## config.mk

```make
export PLATFORM = sky130hd
export DESIGN_NAME = lz_norm_pipe_flat
export DESIGN_NICKNAME = d
export VERILOG_FILES = /design/src/rtl/lz_norm_pipe_if.sv /design/src/rtl/lz_norm_pipe.sv /design/src/flat_wrapper.sv
export SDC_FILE = /design/constraint.sdc
export NUM_CORES = 1
export LEC_CHECK = 0
export CAP_MARGIN = 10
export CORE_MARGIN = 8
export CORE_UTILIZATION = 54
export CTS_CLUSTER_DIAMETER = 50
export DETAILED_ROUTE_END_ITERATION = 16
export PLACE_DENSITY = 0.77
export SLEW_MARGIN = 10
export SYNTH_ARGS = -nofsm -noshare
export SYNTH_HDL_FRONTEND = slang
export SYNTH_SLANG_ARGS = --single-unit
```

## constraint.sdc

```tcl
create_clock -name clk -period 3.2 [get_ports clk]
set_clock_uncertainty 0.2 [all_clocks]
set_input_delay 0.32 -clock clk [delete_from_list [all_inputs] [get_ports clk]]
set_output_delay 0.32 -clock clk [all_outputs]
set_load 0.02 [all_outputs]
```

## src/rtl/lz_norm_pipe_if.sv

```systemverilog
// Stream interface for lz_norm_pipe: input beat (mantissa/exponent/tag) and normalised output beat.
// master drives beats in and accepts results; slave is the normaliser itself.
interface lz_norm_pipe_if #(
  parameter int WIDTH = 24,
  parameter int EXP_W = 8,
  parameter int TAG_W = 4
);
  localparam int CNT_W = $clog2(WIDTH + 1);

  logic             in_valid;
  logic             in_ready;
  logic [WIDTH-1:0] in_mant;
  logic [EXP_W-1:0] in_exp;
  logic [TAG_W-1:0] in_tag;

  logic             out_valid;
  logic             out_ready;
  logic [WIDTH-1:0] out_mant;
  logic [EXP_W-1:0] out_exp;
  logic [CNT_W-1:0] out_lz;
  logic             out_zero;
  logic             out_uflow;
  logic [TAG_W-1:0] out_tag;

  modport master (
    output in_valid, in_mant, in_exp, in_tag, out_ready,
    input  in_ready, out_valid, out_mant, out_exp, out_lz, out_zero, out_uflow, out_tag
  );

  modport slave (
    input  in_valid, in_mant, in_exp, in_tag, out_ready,
    output in_ready, out_valid, out_mant, out_exp, out_lz, out_zero, out_uflow, out_tag
  );
endinterface

```

## src/rtl/lz_norm_pipe.sv

```systemverilog
// Two-stage leading-zero counter and mantissa normaliser with full valid/ready backpressure.
// Optional macro LZN_DENORM_CLAMP_EN clamps the shift so small exponents produce denormals.
module lz_norm_pipe #(
  parameter int WIDTH = 24,
  parameter int EXP_W = 8,
  parameter int TAG_W = 4
) (
  input logic           clk,
  input logic           rst_n,
  lz_norm_pipe_if.slave bus
);
  localparam int CNT_W = $clog2(WIDTH + 1);
  localparam int SUB_W = ((EXP_W > CNT_W) ? EXP_W : CNT_W) + 1;

  logic             r_s1Valid;
  logic [WIDTH-1:0] r_s1Mant;
  logic [EXP_W-1:0] r_s1Exp;
  logic [TAG_W-1:0] r_s1Tag;
  logic [CNT_W-1:0] r_s1Lz;
  logic             r_s1Zero;

  logic             r_s2Valid;
  logic [WIDTH-1:0] r_s2Mant;
  logic [EXP_W-1:0] r_s2Exp;
  logic [TAG_W-1:0] r_s2Tag;
  logic [CNT_W-1:0] r_s2Lz;
  logic             r_s2Zero;
  logic             r_s2Uflow;

  logic             w_s1Adv;
  logic             w_s2Adv;
  logic [CNT_W-1:0] w_lz;
  logic             w_zero;
  logic [SUB_W-1:0] w_diff;
  logic             w_uflowCase;
  logic [CNT_W-1:0] w_shift;
  logic [WIDTH-1:0] w_mant;

  assign w_s2Adv      = !r_s2Valid || bus.out_ready;
  assign w_s1Adv      = !r_s1Valid || w_s2Adv;
  assign bus.in_ready = w_s1Adv;

  // Ascending scan: the highest set bit is the last to write, so it wins.
  always_comb begin
    w_lz = CNT_W'(WIDTH);
    for (int i = 0; i < WIDTH; i++) begin
      if (bus.in_mant[i]) w_lz = CNT_W'(WIDTH - 1 - i);
    end
  end

  assign w_zero = (bus.in_mant == '0);

  always_ff @(posedge clk or negedge rst_n) begin
    if (!rst_n) begin
      r_s1Valid <= 1'b0;
      r_s1Mant  <= '0;
      r_s1Exp   <= '0;
      r_s1Tag   <= '0;
      r_s1Lz    <= '0;
      r_s1Zero  <= 1'b0;
    end else if (w_s1Adv) begin
      r_s1Valid <= bus.in_valid;
      if (bus.in_valid) begin
        r_s1Mant <= bus.in_mant;
        r_s1Exp  <= bus.in_exp;
        r_s1Tag  <= bus.in_tag;
        r_s1Lz   <= w_lz;
        r_s1Zero <= w_zero;
      end
    end
  end

  // A borrow or an exact zero difference means the exponent cannot absorb the shift.
  assign w_diff      = SUB_W'(r_s1Exp) - SUB_W'(r_s1Lz);
  assign w_uflowCase = w_diff[SUB_W-1] || (w_diff == '0);

`ifdef LZN_DENORM_CLAMP_EN
  always_comb begin
    w_shift = r_s1Lz;
    if (w_uflowCase) begin
      w_shift = (r_s1Exp == '0) ? '0 : CNT_W'(r_s1Exp - EXP_W'(1));
    end
  end
`else
  assign w_shift = r_s1Lz;
`endif

  assign w_mant = r_s1Mant << w_shift;

  always_ff @(posedge clk or negedge rst_n) begin
    if (!rst_n) begin
      r_s2Valid <= 1'b0;
      r_s2Mant  <= '0;
      r_s2Exp   <= '0;
      r_s2Tag   <= '0;
      r_s2Lz    <= '0;
      r_s2Zero  <= 1'b0;
      r_s2Uflow <= 1'b0;
    end else if (w_s2Adv) begin
      r_s2Valid <= r_s1Valid;
      if (r_s1Valid) begin
        r_s2Mant  <= r_s1Zero ? '0 : w_mant;
        r_s2Exp   <= (r_s1Zero || w_uflowCase) ? '0 : w_diff[EXP_W-1:0];
        r_s2Tag   <= r_s1Tag;
        r_s2Lz    <= r_s1Lz;
        r_s2Zero  <= r_s1Zero;
        r_s2Uflow <= w_uflowCase && !r_s1Zero;
      end
    end
  end

  assign bus.out_valid = r_s2Valid;
  assign bus.out_mant  = r_s2Mant;
  assign bus.out_exp   = r_s2Exp;
  assign bus.out_lz    = r_s2Lz;
  assign bus.out_zero  = r_s2Zero;
  assign bus.out_uflow = r_s2Uflow;
  assign bus.out_tag   = r_s2Tag;
endmodule

```

## src/flat_wrapper.sv

```systemverilog
// flat-port wrapper written by rule: the top's interface ports become plain ports
module lz_norm_pipe_flat 
#(
  parameter int WIDTH = 24,
  parameter int EXP_W = 8,
  parameter int TAG_W = 4
)
  (clk, rst_n, bus_in_valid, bus_in_mant, bus_in_exp, bus_in_tag, bus_out_ready, bus_in_ready, bus_out_valid, bus_out_mant, bus_out_exp, bus_out_lz, bus_out_zero, bus_out_uflow, bus_out_tag);
  lz_norm_pipe_if #(.WIDTH(WIDTH), .EXP_W(EXP_W), .TAG_W(TAG_W)) bus_i ();
  input logic clk;
  input logic rst_n;
  input wire logic [$bits(bus_i.in_valid)-1:0] bus_in_valid;
  input wire logic [$bits(bus_i.in_mant)-1:0] bus_in_mant;
  input wire logic [$bits(bus_i.in_exp)-1:0] bus_in_exp;
  input wire logic [$bits(bus_i.in_tag)-1:0] bus_in_tag;
  input wire logic [$bits(bus_i.out_ready)-1:0] bus_out_ready;
  output wire logic [$bits(bus_i.in_ready)-1:0] bus_in_ready;
  output wire logic [$bits(bus_i.out_valid)-1:0] bus_out_valid;
  output wire logic [$bits(bus_i.out_mant)-1:0] bus_out_mant;
  output wire logic [$bits(bus_i.out_exp)-1:0] bus_out_exp;
  output wire logic [$bits(bus_i.out_lz)-1:0] bus_out_lz;
  output wire logic [$bits(bus_i.out_zero)-1:0] bus_out_zero;
  output wire logic [$bits(bus_i.out_uflow)-1:0] bus_out_uflow;
  output wire logic [$bits(bus_i.out_tag)-1:0] bus_out_tag;
  assign bus_i.in_valid = bus_in_valid;
  assign bus_i.in_mant = bus_in_mant;
  assign bus_i.in_exp = bus_in_exp;
  assign bus_i.in_tag = bus_in_tag;
  assign bus_i.out_ready = bus_out_ready;
  assign bus_in_ready = bus_i.in_ready;
  assign bus_out_valid = bus_i.out_valid;
  assign bus_out_mant = bus_i.out_mant;
  assign bus_out_exp = bus_i.out_exp;
  assign bus_out_lz = bus_i.out_lz;
  assign bus_out_zero = bus_i.out_zero;
  assign bus_out_uflow = bus_i.out_uflow;
  assign bus_out_tag = bus_i.out_tag;
  lz_norm_pipe #(.WIDTH(WIDTH), .EXP_W(EXP_W), .TAG_W(TAG_W)) u_core (.clk(clk), .rst_n(rst_n), .bus(bus_i));
endmodule
```

== Word-level counts from Yosys, hierarchy flattened ==
Index checks and enable logic that the tools add are counted.
Storage, ports and cells
  output and inout bits: 45
  bits in latches: 0
  bits of input ports: 40
  logic and storage cells: 53
  bits in read-only memories: 0
  bits in writable memories: 0
  register bits after elaboration: 87
  memories kept: 0
Operators by class
  divide/modulo/power cells: 0
  bitwise operators: 0
  add/sub/neg operators: 1
  $mul: 0
  reduce and logical (&&, ||, !) cells: 12
  magnitude comparators: 0
  equality and inequality tests: 0
  shifts and indexed selects: 1
  muxes and demuxes: 26
Operator list (number)
  5-bit two-way mux: 23
  24-bit logical NOT: 1
  24-bit two-way mux: 1
  24-bit by 5-bit left shift with 24-bit output: 1
  9-bit logical NOT: 1
  8-bit by 5-bit subtractor with 9-bit output: 1
  8-bit two-way mux: 1
  1-bit logical OR: 4
  4-bit two-way mux: 1
  2-bit AND reduction: 2
  1-bit logical NOT: 3
  1-bit logical AND: 1

== Longest topological paths before layout ==
  depth after elaboration: 24
  gate-level depth with buffers: 10
  gate-level depth less buffers: 8

== Least setup slack after synthesis ==
No wires, ideal clock.
  kind: reg-to-reg
  start point: register u_core.r_s1Lz[2]
  end point: register u_core.r_s2Uflow, in the netlist u_core.bus.out_uflow
  setup slack: 0.357 ns
  stages on the path, launching flop included: 11
  arrival time: 2.547 ns
  data required time: 2.905 ns
  library setup time: 0.095 ns
  path through: dfrtp_1 -> buf_4 -> buf_4 -> clkinv_1 -> clkbuf_1 -> ha_1 -> or2_1 -> o31a_1 -> xor2_1 -> or4_1 -> o31ai_1
Between the ends
  cells in the longest elaborated chain, start to end: 4
RTL lines
  start: declaration: line lz_norm_pipe.sv:19  | logic [CNT_W-1:0] r_s1Lz;
  start signal: assignment: line lz_norm_pipe.sv:67  | r_s1Lz <= w_lz;
  8-bit by 5-bit subtractor with 9-bit output *: line lz_norm_pipe.sv:74  | assign w_diff = SUB_W'(r_s1Exp) - SUB_W'(r_s1Lz);
  9-bit logical NOT: line lz_norm_pipe.sv:75  | assign w_uflowCase = w_diff[SUB_W-1] || (w_diff == '0);
  1-bit logical OR *: line lz_norm_pipe.sv:75
  1-bit logical AND *: line lz_norm_pipe.sv:107  | r_s2Uflow <= w_uflowCase && !r_s1Zero;
  end signal: assignment: line lz_norm_pipe.sv:107
  end: declaration: line lz_norm_pipe.sv:28  | logic r_s2Uflow;
Every way passes the cells marked *; elsewhere a longest branch is shown, timed or not.
A chain may end at the register's enable or synchronous reset.

== Worst setup path in the final report ==
  start point: register u_core.r_s1Lz[0]
  end point: register u_core.r_s2Exp[3], in the netlist u_core.bus.out_exp[3]
Between the ends
  cells in the longest elaborated chain, start to end: 5
RTL lines
  8-bit by 5-bit subtractor with 9-bit output *: line lz_norm_pipe.sv:74
  9-bit logical NOT: line lz_norm_pipe.sv:75
  1-bit logical OR: line lz_norm_pipe.sv:75
  1-bit logical OR: line lz_norm_pipe.sv:103  | r_s2Exp <= (r_s1Zero || w_uflowCase) ? '0 : w_diff[EXP_W-1:0];
  8-bit two-way mux *: line lz_norm_pipe.sv:103
  end signal: assignment: line lz_norm_pipe.sv:103
  end: declaration: line lz_norm_pipe.sv:24  | logic [EXP_W-1:0] r_s2Exp;
Marked as above.

==> results by group <==
Setup path
  – Reg2Reg Setup Slack: 0.33 ns
  – Startpoint Class: flip-flop
  – CP Capture Type: flip-flop
  – Critical path origin: u_core.r_s1Lz[0]
  – CP arrival: 2.97 ns
  – R2r worst-path depth: 7
  – Critical-path maximum fanout: 6
  – Crit path required time: 3.30 ns
  – Crit Path Category: flip-flop to flip-flop
  – Reg2reg end: u_core.bus.out_exp[3]
  – Reg-to-Reg Start: u_core.r_s1Lz[0]

Final layout
  – Area Growth Syn to Fin: 22.8%
  – # fillers: 722
  – Fin area: 0.00611 sq mm
  – Antenna diode count: 0
  – Layout Nets: 588
  – Post-layout util: 67.0%
  – Share of cells above drive strength 1: 16.6%

Clocking
  – Post-cts resize count: 0
  – Cts bufs inserted: 9
  – Htree depth: 3
  – Max clock buf depth: 2
  – Worst-path clk slew: 0.09 ns
  – Clk_lat worst skew: 0.36 ns
  – Clock sink count: 87
  – CTS root buffer: clkbuf_8
  – CTS tree: yes

Global route
  – Largest net degree at the start of global routing: 88
  – Vias in the first global route: 4069
  – Initial antenna violation count: 0
  – GRT overflow: 0
  – First-pass GRT wire length: 20800 um
  – GRT Total Usage: 20.3%

Yosys
  – Synth warn: 0
  – Synthesized area: 0.00497 sq mm
  – Avg Synthesized Cell Area: 10.6 sq um
  – Post-Synth XOR/XNOR Area: 1.06%
  – Synth unique cells: 54
  – Cell count after synthesis: 468
  – Syn_nets: 514
  – Flops & latches, synth: 87
  – EDFF count, synth: 0
  – Seq/Total Area, Yosys: 43.8%
  – Primary FF master, synth: dfrtp_1
  – Synth Area in Compound Gates: 13.9%
  – Post-synthesis async set-or-reset flop share: 100%
  – Adder-Cell Fraction of Synth Area: 1.66%
  – Post-Synth Simple-Gate Area: 12.8%
  – Largest family of logic cells by synthesized area: multiplexers
  – Mux share of post-synthesis cell area: 22.3%

Power
  – PwrDens: 631 mW/mm^2
  – Leak: 2.52 nW
  – Max IR drop VDD: 0.000293 V

STA
  – RSZ-0062 raised after global routing: false
  – Slew Viols, Final: 0
  – Setup TNS: 0 ns
  – Relative slew margins: 28.2%
  – Tcrit/Tclk final: 89.8%
  – Time the worst path needs with I/O delays and setup: 2.87 ns
  – Hold Vio Cnt, Final: 0
  – Setup WS post-layout: 0.327 ns
  – Final setup viols: 0
  – Fmax: 0.348 GHz
  – Worst-Margin Slew: 1.08 ns

Floorplanning
  – Area of the core: 0.00911 sq mm
  – Effective utilization at floorplan: 54.6%
  – Row Count: 35
  – I/O pins: 85
  – Die ar.: 0.0125 sq mm
  – Die Width: 112 um
  – Die span in y: 112 um

Placed design
  – Dpl ws: 0.390 ns
  – Post-placement cell area: 0.00586 sq mm
  – GPL Wtd Cong: 0.917
  – Port bufs: 84
  – Post-DP HPWL: 9040 um

Hold path
  – Hold wc startpoint: u_core.bus.out_mant[22]
  – Hold Path Class: flip-flop to flip-flop
  – Hold depth: 2
  – Hold Path Sink: u_core.bus.out_mant[22]

Drt
  – Drc violations: 0
  – Vias per cell: 6.08
  – 1st-iter DRT viols: 367
  – Vias: 4003
  – Drt pass-1 iters: 4
  – Drt wl/cell: 18.7 um
  – Routed Antenna Nets: 0
  – WL final: 12300 um

Flow run
  – Number of max-cap violations: 0

Outcome
  – Status: finished clean
==> worst max path at each step <==
stage / endpoint / slack, ns / cells past startpoint
floorplan: u_core.bus.out_uflow / 0.36 / 10
global placement: u_core.bus.out_exp[3] / 0.52 / 7
detailed placement: u_core.bus.out_exp[3] / 0.39 / 7
CTS: u_core.bus.out_exp[3] / 0.37 / 7
global route: u_core.bus.out_exp[2] / 0.16 / 7
finish: u_core.bus.out_exp[3] / 0.33 / 7
==> metal layers <==
metal	part of all wire, %	global-route usage (%)
met5	0	0
met3	5.8	4.33
met2	48	31.7
met1	44	27.0
met4	2.1	8.00
==> power breakdown <==
part / internal, mW / leakage (nW) / switching, mW
Combinational: 0.721 / 1.34 / 0.732
Clock: 0.473 / 0.120 / 0.422
Sequential: 1.32 / 1.06 / 0.181
==> timing repair <==
item / in CTS / in global routing
endpoints found under the hold margin: 5 / 0
setup buffers: 0 / 0
hold buffers: 1 / 0
==> through the flow <==
stage,hold slack (ns),power (mW),std cells
4_1_cts,0.280,3.88,658
3_3_place_gp,0.257,2.94,641
5_1_grt,0.311,4.06,658
2_1_floorplan,-0.176,2.38,468
6_report,0.276,3.85,658
3_5_place_dp,0.260,2.98,641
==> critical path: stages, from the launching register on <==
cell and delay [ns]:
dfrtp_1 0.40, ha_1 0.24, fa_1 0.46, nand2b_1 0.16, a21oi_1 0.35, a21oi_1 0.19
nor3_1 0.58, a22o_2 0.24
==> layout make-up <==
cell class                 instances  area (sq um)  share of cell area, %
multi-input combinational        336          2580                   42.2
sequential                        87          2180                   35.6
timing repair buffer              95           923                   15.1
tap                              111           139                   2.27
clock buffer                      10           138                   2.25
clock inverter                     6           103                   1.68
inverter                          13          48.8                  0.799
==> placed cells by master, fill, tap and decap left out, drive strengths merged, types with 6 or more instances in the layout <==
cell           count
a21oi             20
a22o              17
buf               11
clkbuf            10
clkdlybuf4s50     83
dfrtp             87
inv               13
mux2              40
mux2i             21
mux4              20
nand2             64
nand2b             6
nand3              8
nor2              23
nor3              11
nor4               7
o21ai             34
o31ai              6
==> synth_stat cells (all sizes together) (2+ instances only) <==
cell type / number / share of area [%]
a211oi: 3 / 0.45
a21o: 2 / 0.30
a21oi: 20 / 2.0
a22o: 17 / 3.0
a31oi: 5 / 0.63
a32oi: 2 / 0.35
and3: 2 / 0.25
buf: 19 / 2.3
clkbuf: 13 / 1.2
dfrtp: 87 / 44
ha: 5 / 1.3
inv: 12 / 0.91
mux2: 40 / 9.1
mux2i: 21 / 4.2
mux4: 20 / 9.1
nand2: 64 / 4.8
nand2b: 6 / 0.75
nand3: 8 / 0.80
nand3b: 2 / 0.30
nand4: 2 / 0.25
nor2: 23 / 1.7
nor2b: 3 / 0.38
nor3: 11 / 1.1
nor4: 7 / 0.88
nor4b: 2 / 0.48
o211ai: 3 / 0.45
o21ai: 34 / 3.4
o22ai: 2 / 0.25
o31ai: 6 / 0.91
o41ai: 3 / 0.53
or4: 3 / 0.45
xnor2: 4 / 0.70
xor2: 2 / 0.35
==> registers in the layout (all words and copies together) (netlist names) <==
name / count
u_core.bus.out_mant: 24
u_core.r_s1Mant: 24
u_core.bus.out_exp: 8
u_core.r_s1Exp: 8
u_core.bus.out_lz: 5
u_core.r_s1Lz: 5
u_core.bus.out_tag: 4
u_core.r_s1Tag: 4
u_core.bus.out_uflow: 1
u_core.bus.out_valid: 1
u_core.bus.out_zero: 1
u_core.r_s1Valid: 1
u_core.r_s1Zero: 1
==> cells by family after synthesis <==
| family | count (synthesis) |
|---|---|
| and+or+nand+nor | 137 |
| AOI/OAI and AO/OA | 106 |
| DFF | 87 |
| muxes | 81 |
| buffers and inverters | 45 |
| xor gates and xnor gates | 6 |
| adders and majority gates | 6 |
(Power assumes the default switching activity.)
